$ cat config.mk
export PLATFORM = sky130hd
export DESIGN_NAME = instr_fetch_flat
export DESIGN_NICKNAME = d
export VERILOG_FILES = /design/src/rtl/instr_fetch_if.sv /design/src/rtl/instr_fetch.sv /design/src/flat_wrapper.sv
export SDC_FILE = /design/constraint.sdc
export NUM_CORES = 1
export LEC_CHECK = 0
export BUFFER_PORTS_ARGS = -buffer_cell sky130_fd_sc_hd__buf_2
export CORE_MARGIN = 2
export CORE_UTILIZATION = 50
export DETAILED_ROUTE_END_ITERATION = 16
export PLACE_DENSITY_LB_ADDON = 0.05
export SYNTH_ARGS = -nofsm -noshare
export SYNTH_HDL_FRONTEND = slang
export SYNTH_SLANG_ARGS = --single-unit
export TNS_END_PERCENT = 10
$ cat constraint.sdc
create_clock -name clk -period 2.8 [get_ports clk]
set_input_delay 0.42 -clock clk [delete_from_list [all_inputs] [get_ports clk]]
set_output_delay 0.42 -clock clk [all_outputs]
set_load 0.02 [all_outputs]
$ cat src/rtl/instr_fetch_if.sv
// Fetch-stage bus bundle: PC handshake, instruction-memory read port and IR handshake to decode.
// INSTR_FETCH_FIELDS_EN adds pre-sliced instruction fields toward decode.
interface instr_fetch_if #(
  parameter int unsigned ADDR_W = 16
);
  logic [ADDR_W-1:0] pc_in;
  logic              pc_valid;
  logic              pc_ready;
  logic              flush;
  logic              imem_req;
  logic [ADDR_W-1:0] imem_addr;
  logic              imem_ack;
  logic [15:0]       imem_rdata;
  logic              ir_valid;
  logic              ir_ready;
  logic [15:0]       ir_instr;
  logic [ADDR_W-1:0] ir_pc;
`ifdef INSTR_FETCH_FIELDS_EN
  logic [2:0]        ir_opcode;
  logic [2:0]        ir_ra;
  logic [2:0]        ir_rb;
  logic [2:0]        ir_rc;
  logic [15:0]       ir_simm;
  logic [9:0]        ir_imm10;
`endif

  // master: the fetch stage itself; slave: PC stage, memory and decode around it
  modport master (
    input  pc_in, pc_valid, flush, imem_ack, imem_rdata, ir_ready,
    output pc_ready, imem_req, imem_addr, ir_valid, ir_instr, ir_pc
`ifdef INSTR_FETCH_FIELDS_EN
    , output ir_opcode, ir_ra, ir_rb, ir_rc, ir_simm, ir_imm10
`endif
  );

  modport slave (
    output pc_in, pc_valid, flush, imem_ack, imem_rdata, ir_ready,
    input  pc_ready, imem_req, imem_addr, ir_valid, ir_instr, ir_pc
`ifdef INSTR_FETCH_FIELDS_EN
    , input ir_opcode, ir_ra, ir_rb, ir_rc, ir_simm, ir_imm10
`endif
  );
endinterface

$ cat src/rtl/instr_fetch.sv
// RiSC-16 instruction fetch: one outstanding variable-latency read, single IR toward decode, flush with drain.
// Optional INSTR_FETCH_FIELDS_EN exposes decoded instruction fields combinationally from the IR.
module instr_fetch #(
  parameter int unsigned ADDR_W = 16
) (
  input  logic            clk,
  input  logic            rst,
  instr_fetch_if.master   bus
);

  typedef enum logic [1:0] {
    S_IDLE,
    S_WAIT,
    S_FULL,
    S_DRAIN
  } state_t;

  state_t            state;
  logic [ADDR_W-1:0] pend_pc;
  logic              accept;

  always_comb begin
    bus.pc_ready = !rst && !bus.flush &&
                   ((state == S_IDLE) || ((state == S_FULL) && bus.ir_ready));
    accept       = bus.pc_valid && bus.pc_ready;
  end

  always_ff @(posedge clk) begin
    if (rst) begin
      state         <= S_IDLE;
      pend_pc       <= '0;
      bus.imem_req  <= 1'b0;
      bus.imem_addr <= '0;
      bus.ir_valid  <= 1'b0;
      bus.ir_instr  <= '0;
      bus.ir_pc     <= '0;
    end else if (bus.flush) begin
      // IR contents are kept, only the valid flag drops; an unanswered request must still drain
      bus.ir_valid <= 1'b0;
      unique case (state)
        S_IDLE, S_FULL: begin
          state        <= S_IDLE;
          bus.imem_req <= 1'b0;
        end
        S_WAIT, S_DRAIN: begin
          if (bus.imem_ack) begin
            state        <= S_IDLE;
            bus.imem_req <= 1'b0;
          end else begin
            state        <= S_DRAIN;
            bus.imem_req <= 1'b1;
          end
        end
        default: begin
          state        <= S_IDLE;
          bus.imem_req <= 1'b0;
        end
      endcase
    end else begin
      unique case (state)
        S_IDLE: begin
          if (accept) begin
            state         <= S_WAIT;
            pend_pc       <= bus.pc_in;
            bus.imem_addr <= bus.pc_in;
            bus.imem_req  <= 1'b1;
          end
        end
        S_WAIT: begin
          if (bus.imem_ack) begin
            state        <= S_FULL;
            bus.ir_instr <= bus.imem_rdata;
            bus.ir_pc    <= pend_pc;
            bus.ir_valid <= 1'b1;
            bus.imem_req <= 1'b0;
          end
        end
        S_FULL: begin
          if (bus.ir_ready) begin
            bus.ir_valid <= 1'b0;
            if (accept) begin
              state         <= S_WAIT;
              pend_pc       <= bus.pc_in;
              bus.imem_addr <= bus.pc_in;
              bus.imem_req  <= 1'b1;
            end else begin
              state <= S_IDLE;
            end
          end
        end
        S_DRAIN: begin
          if (bus.imem_ack) begin
            state        <= S_IDLE;
            bus.imem_req <= 1'b0;
          end
        end
        default: begin
          state        <= S_IDLE;
          bus.imem_req <= 1'b0;
          bus.ir_valid <= 1'b0;
        end
      endcase
    end
  end

`ifdef INSTR_FETCH_FIELDS_EN
  always_comb begin
    bus.ir_opcode = bus.ir_instr[15:13];
    bus.ir_ra     = bus.ir_instr[12:10];
    bus.ir_rb     = bus.ir_instr[9:7];
    bus.ir_rc     = bus.ir_instr[2:0];
    bus.ir_simm   = {{9{bus.ir_instr[6]}}, bus.ir_instr[6:0]};
    bus.ir_imm10  = bus.ir_instr[9:0];
  end
`endif

endmodule

$ cat src/flat_wrapper.sv
// flat-port wrapper written by rule: the top's interface ports become plain ports
module instr_fetch_flat 
#(
  parameter int unsigned ADDR_W = 16
)
  (clk, rst, bus_pc_in, bus_pc_valid, bus_flush, bus_imem_ack, bus_imem_rdata, bus_ir_ready, bus_pc_ready, bus_imem_req, bus_imem_addr, bus_ir_valid, bus_ir_instr, bus_ir_pc);
  instr_fetch_if #(.ADDR_W(ADDR_W)) bus_i ();
  input  logic clk;
  input  logic rst;
  input wire logic [$bits(bus_i.pc_in)-1:0] bus_pc_in;
  input wire logic [$bits(bus_i.pc_valid)-1:0] bus_pc_valid;
  input wire logic [$bits(bus_i.flush)-1:0] bus_flush;
  input wire logic [$bits(bus_i.imem_ack)-1:0] bus_imem_ack;
  input wire logic [$bits(bus_i.imem_rdata)-1:0] bus_imem_rdata;
  input wire logic [$bits(bus_i.ir_ready)-1:0] bus_ir_ready;
  output wire logic [$bits(bus_i.pc_ready)-1:0] bus_pc_ready;
  output wire logic [$bits(bus_i.imem_req)-1:0] bus_imem_req;
  output wire logic [$bits(bus_i.imem_addr)-1:0] bus_imem_addr;
  output wire logic [$bits(bus_i.ir_valid)-1:0] bus_ir_valid;
  output wire logic [$bits(bus_i.ir_instr)-1:0] bus_ir_instr;
  output wire logic [$bits(bus_i.ir_pc)-1:0] bus_ir_pc;
  assign bus_i.pc_in = bus_pc_in;
  assign bus_i.pc_valid = bus_pc_valid;
  assign bus_i.flush = bus_flush;
  assign bus_i.imem_ack = bus_imem_ack;
  assign bus_i.imem_rdata = bus_imem_rdata;
  assign bus_i.ir_ready = bus_ir_ready;
  assign bus_pc_ready = bus_i.pc_ready;
  assign bus_imem_req = bus_i.imem_req;
  assign bus_imem_addr = bus_i.imem_addr;
  assign bus_ir_valid = bus_i.ir_valid;
  assign bus_ir_instr = bus_i.ir_instr;
  assign bus_ir_pc = bus_i.ir_pc;
  instr_fetch #(.ADDR_W(ADDR_W)) u_core (.clk(clk), .rst(rst), .bus(bus_i));
endmodule
==> results.tsv <==
metric	value	unit
Final Cell Area	2590	um2
R2R cell count	4	
Pwr Density	563	nW/um2
initial antenna violation count	0	
Sum Neg Setup Slack	0	ns
Initial Util	0.515	
Unique masters post-synth	26	
post-layout util	0.658	
Hold Crit Class	in2reg	
Post-CTS Setup Inserts	0	
cell taking the most area after synthesis	dfxtp_1	
Commonest cells post-synth	nand2_1, dfxtp_1, a21oi_1	
max-cap check violation count	0	
Leak	1.21	nW
RSZ-0062 raised after global routing	false	
via/cell ratio	4.80	
Root Driver	clkbuf_8	
GR peak layer	met2	
hold-critical path depth	2	
# port buffers	88	
Netlist Area Pre-Place	2030	um2
arrival time at the worst endpoint	1.90	ns
worst slew pin tran	0.608	ns
run status	finished, final reports clean	
Rows	23	
Bufs on Longest Clock Path	2	
Die Y-Extent	67.7	um
post-cts resize count	0	
met2 Use GR	0.279	
width of the die	67.7	um
critical path endpoint category	register	
Avg Cell Area, Syn	9.22	um2
Cell Chain, Critical Path	nand4bb_1 -> buf_4 -> nand2_1 -> a21oi_1	
CTS tree	yes	
Worst Setup Start Kind	register	
core footprint	3940	um2
vias in the first global route	1376	
synthesis-to-layout area growth	27.9	%
clk slew on worst S/H paths	0.09	ns
Setup Skew	0.00437	ns
first drt pass iteration count	4	
Synth top area share	0.513	
Ys Warns	0	
largest net degree at the start of global routing	52	
worst r2r dst	u_core.bus.ir_pc[15]	
Placer Congestion	0.766	
post-synth net total	258	
die area	4580	um2
CTS H-tree depth	2	
initial drt markers	107	
Post-synth EDFFs	0	
DP Worst Slack	0.848	ns
final net count	340	
multi-input logic area	882	um2
WP data required	2.98	ns
endpoints failing hold	0	
filler instances	339	
total grt overflow	0	
Max Fclk	579	MHz
wire per inst	11.7	um
cts-stage hold buffer count	0	
worst hold slack	0.333	ns
fin crit share	0.617	
Antenna diodes	0	
fin crit period	1.73	ns
Cell Area, Placed	2470	um2
count leader, synth	nand2_1	
TritonCTS buffer count	5	
Final setup viols	0	
Crit Path Max Fanout	18	
Post-DP HPWL	2880	um
Main synth FF type	dfxtp_1	
worst skew pair latency	0.30	ns
number of synthesized register bits	52	
Reg-to-Reg Start	u_core.state[0]	
setup slack after layout	1.07	ns
Post-Synthesis Cells	220	
maximum VDD drop	0.000338	V
hold path endpoint	u_core.pend_pc[6]	
ranking of synthesized cells by area	dfxtp_1, nand2_1, a21oi_1	
worst stage delay on the critical path	0.54	ns
Residual DRC	0	
sequential area share after synthesis	0.513	
DRT Wirelength	4150	um
DR vias	1693	
layout cell share with drive strength beyond 1	0.386	
met1 GRT Util	0.220	
first-pass GRT wire length	6030	um
max-slew violations	0	
met3 Resource Use GR	0.0633	
FF-to-FF setup slack	1.07	ns
Total GRT Usage	0.177	
num ports	89	
asr flop ratio synth	0	
hold_sp	bus_pc_in[6]	
Routed Antenna Nets	0	
Reg area	1040	um2
# clock sinks	52	
kind of critical path	reg2reg	
max-slew headroom at the worst pin	0.592	
Worst path slowest cell	nand4bb_1	
-- flip-flops by register name, indices dropped and copies added (netlist names) --
| register | count |
|---|---|
| u_core.bus.ir_valid | 1 |
| u_core.bus.ir_instr | 16 |
| u_core.pend_pc | 16 |
| u_core.state | 2 |
| u_core.bus.ir_pc | 16 |
| u_core.bus.imem_req | 1 |
-- where the power goes --
| part | switching, mW | internal [mW] | leakage (nW) |
|---|---|---|---|
| registers | 0.0136 | 0.759 | 0.421 |
| clock network | 0.235 | 0.315 | 0.0645 |
| logic | 0.0749 | 0.0647 | 0.723 |
| total | 0.323 | 1.14 | 1.21 |
-- layout by cell type (no fill, tap or decap), types with 2 or more instances in the layout --
| cell type | Yosys | routed |
|---|---|---|
| a21oi_1 | 35 | 35 |
| buf_2 | 10 | 88 |
| buf_4 | 3 | 2 |
| clkbuf_8 | 0 | 7 |
| dfxtp_1 | 52 | 52 |
| inv_1 | 2 | 2 |
| mux2_2 | 7 | 7 |
| mux2_4 | 9 | 9 |
| nand2_1 | 64 | 64 |
| nor2_1 | 2 | 2 |
| nor2b_1 | 18 | 18 |
| o21ai_0 | 2 | 2 |
-- worst max path at each step --
stage,startpoint,endpoint,slack (ns),depth (start not counted)
6_report,u_core.state[0],u_core.bus.ir_pc[15],1.07,4
5_1_grt,u_core.state[0],u_core.bus.ir_pc[13],0.90,4
4_1_cts,u_core.state[0],u_core.bus.ir_pc[15],1.02,4
3_5_place_dp,bus_flush,u_core.bus.ir_pc[15],0.85,5
3_3_place_gp,bus_flush,u_core.bus.ir_pc[15],0.91,5
2_1_floorplan,bus_flush,u_core.pend_pc[1],1.40,5
-- per-layer routing --
| metal | part of all wire | vias up |
|---|---|---|
| met5 | 0 | - |
| met4 | 0.010 | 0 |
| met3 | 0.081 | 5 |
| met2 | 0.47 | 56 |
| met1 | 0.44 | 753 |
| li1 | - | 879 |
-- cell type report --
type | instances | area share
Sequential cell | 52 | 0.401
Multi-Input combinational cell | 150 | 0.340
Timing Repair Buffer | 91 | 0.183
Clock buffer | 7 | 0.0371
Tap cell | 50 | 0.0241
Clock inverter | 1 | 0.0116
Inverter | 2 | 0.00289
-- stage by stage --
stage / total power, mW / std cells
2_1_floorplan: 0.876 / 220
3_3_place_gp: 0.930 / 345
3_5_place_dp: 0.931 / 345
4_1_cts: 1.48 / 353
5_1_grt: 1.52 / 353
6_report: 1.46 / 353
-- critical path, delay by kind of cell (launching register included) --
family	cells	cell delay [ns]
compound gates	1	0.06
buf+inv	1	0.42
flops	1	0.47
simple gates	2	0.63
-- cell families after synthesis --
group / Yosys count / share of synthesized area
compound gates: 41 / 0.107
buf+inv: 18 / 0.0524
flops: 52 / 0.513
mux: 17 / 0.110
simple gates: 92 / 0.218
Note: power is estimated with default switching activity, not from simulation.
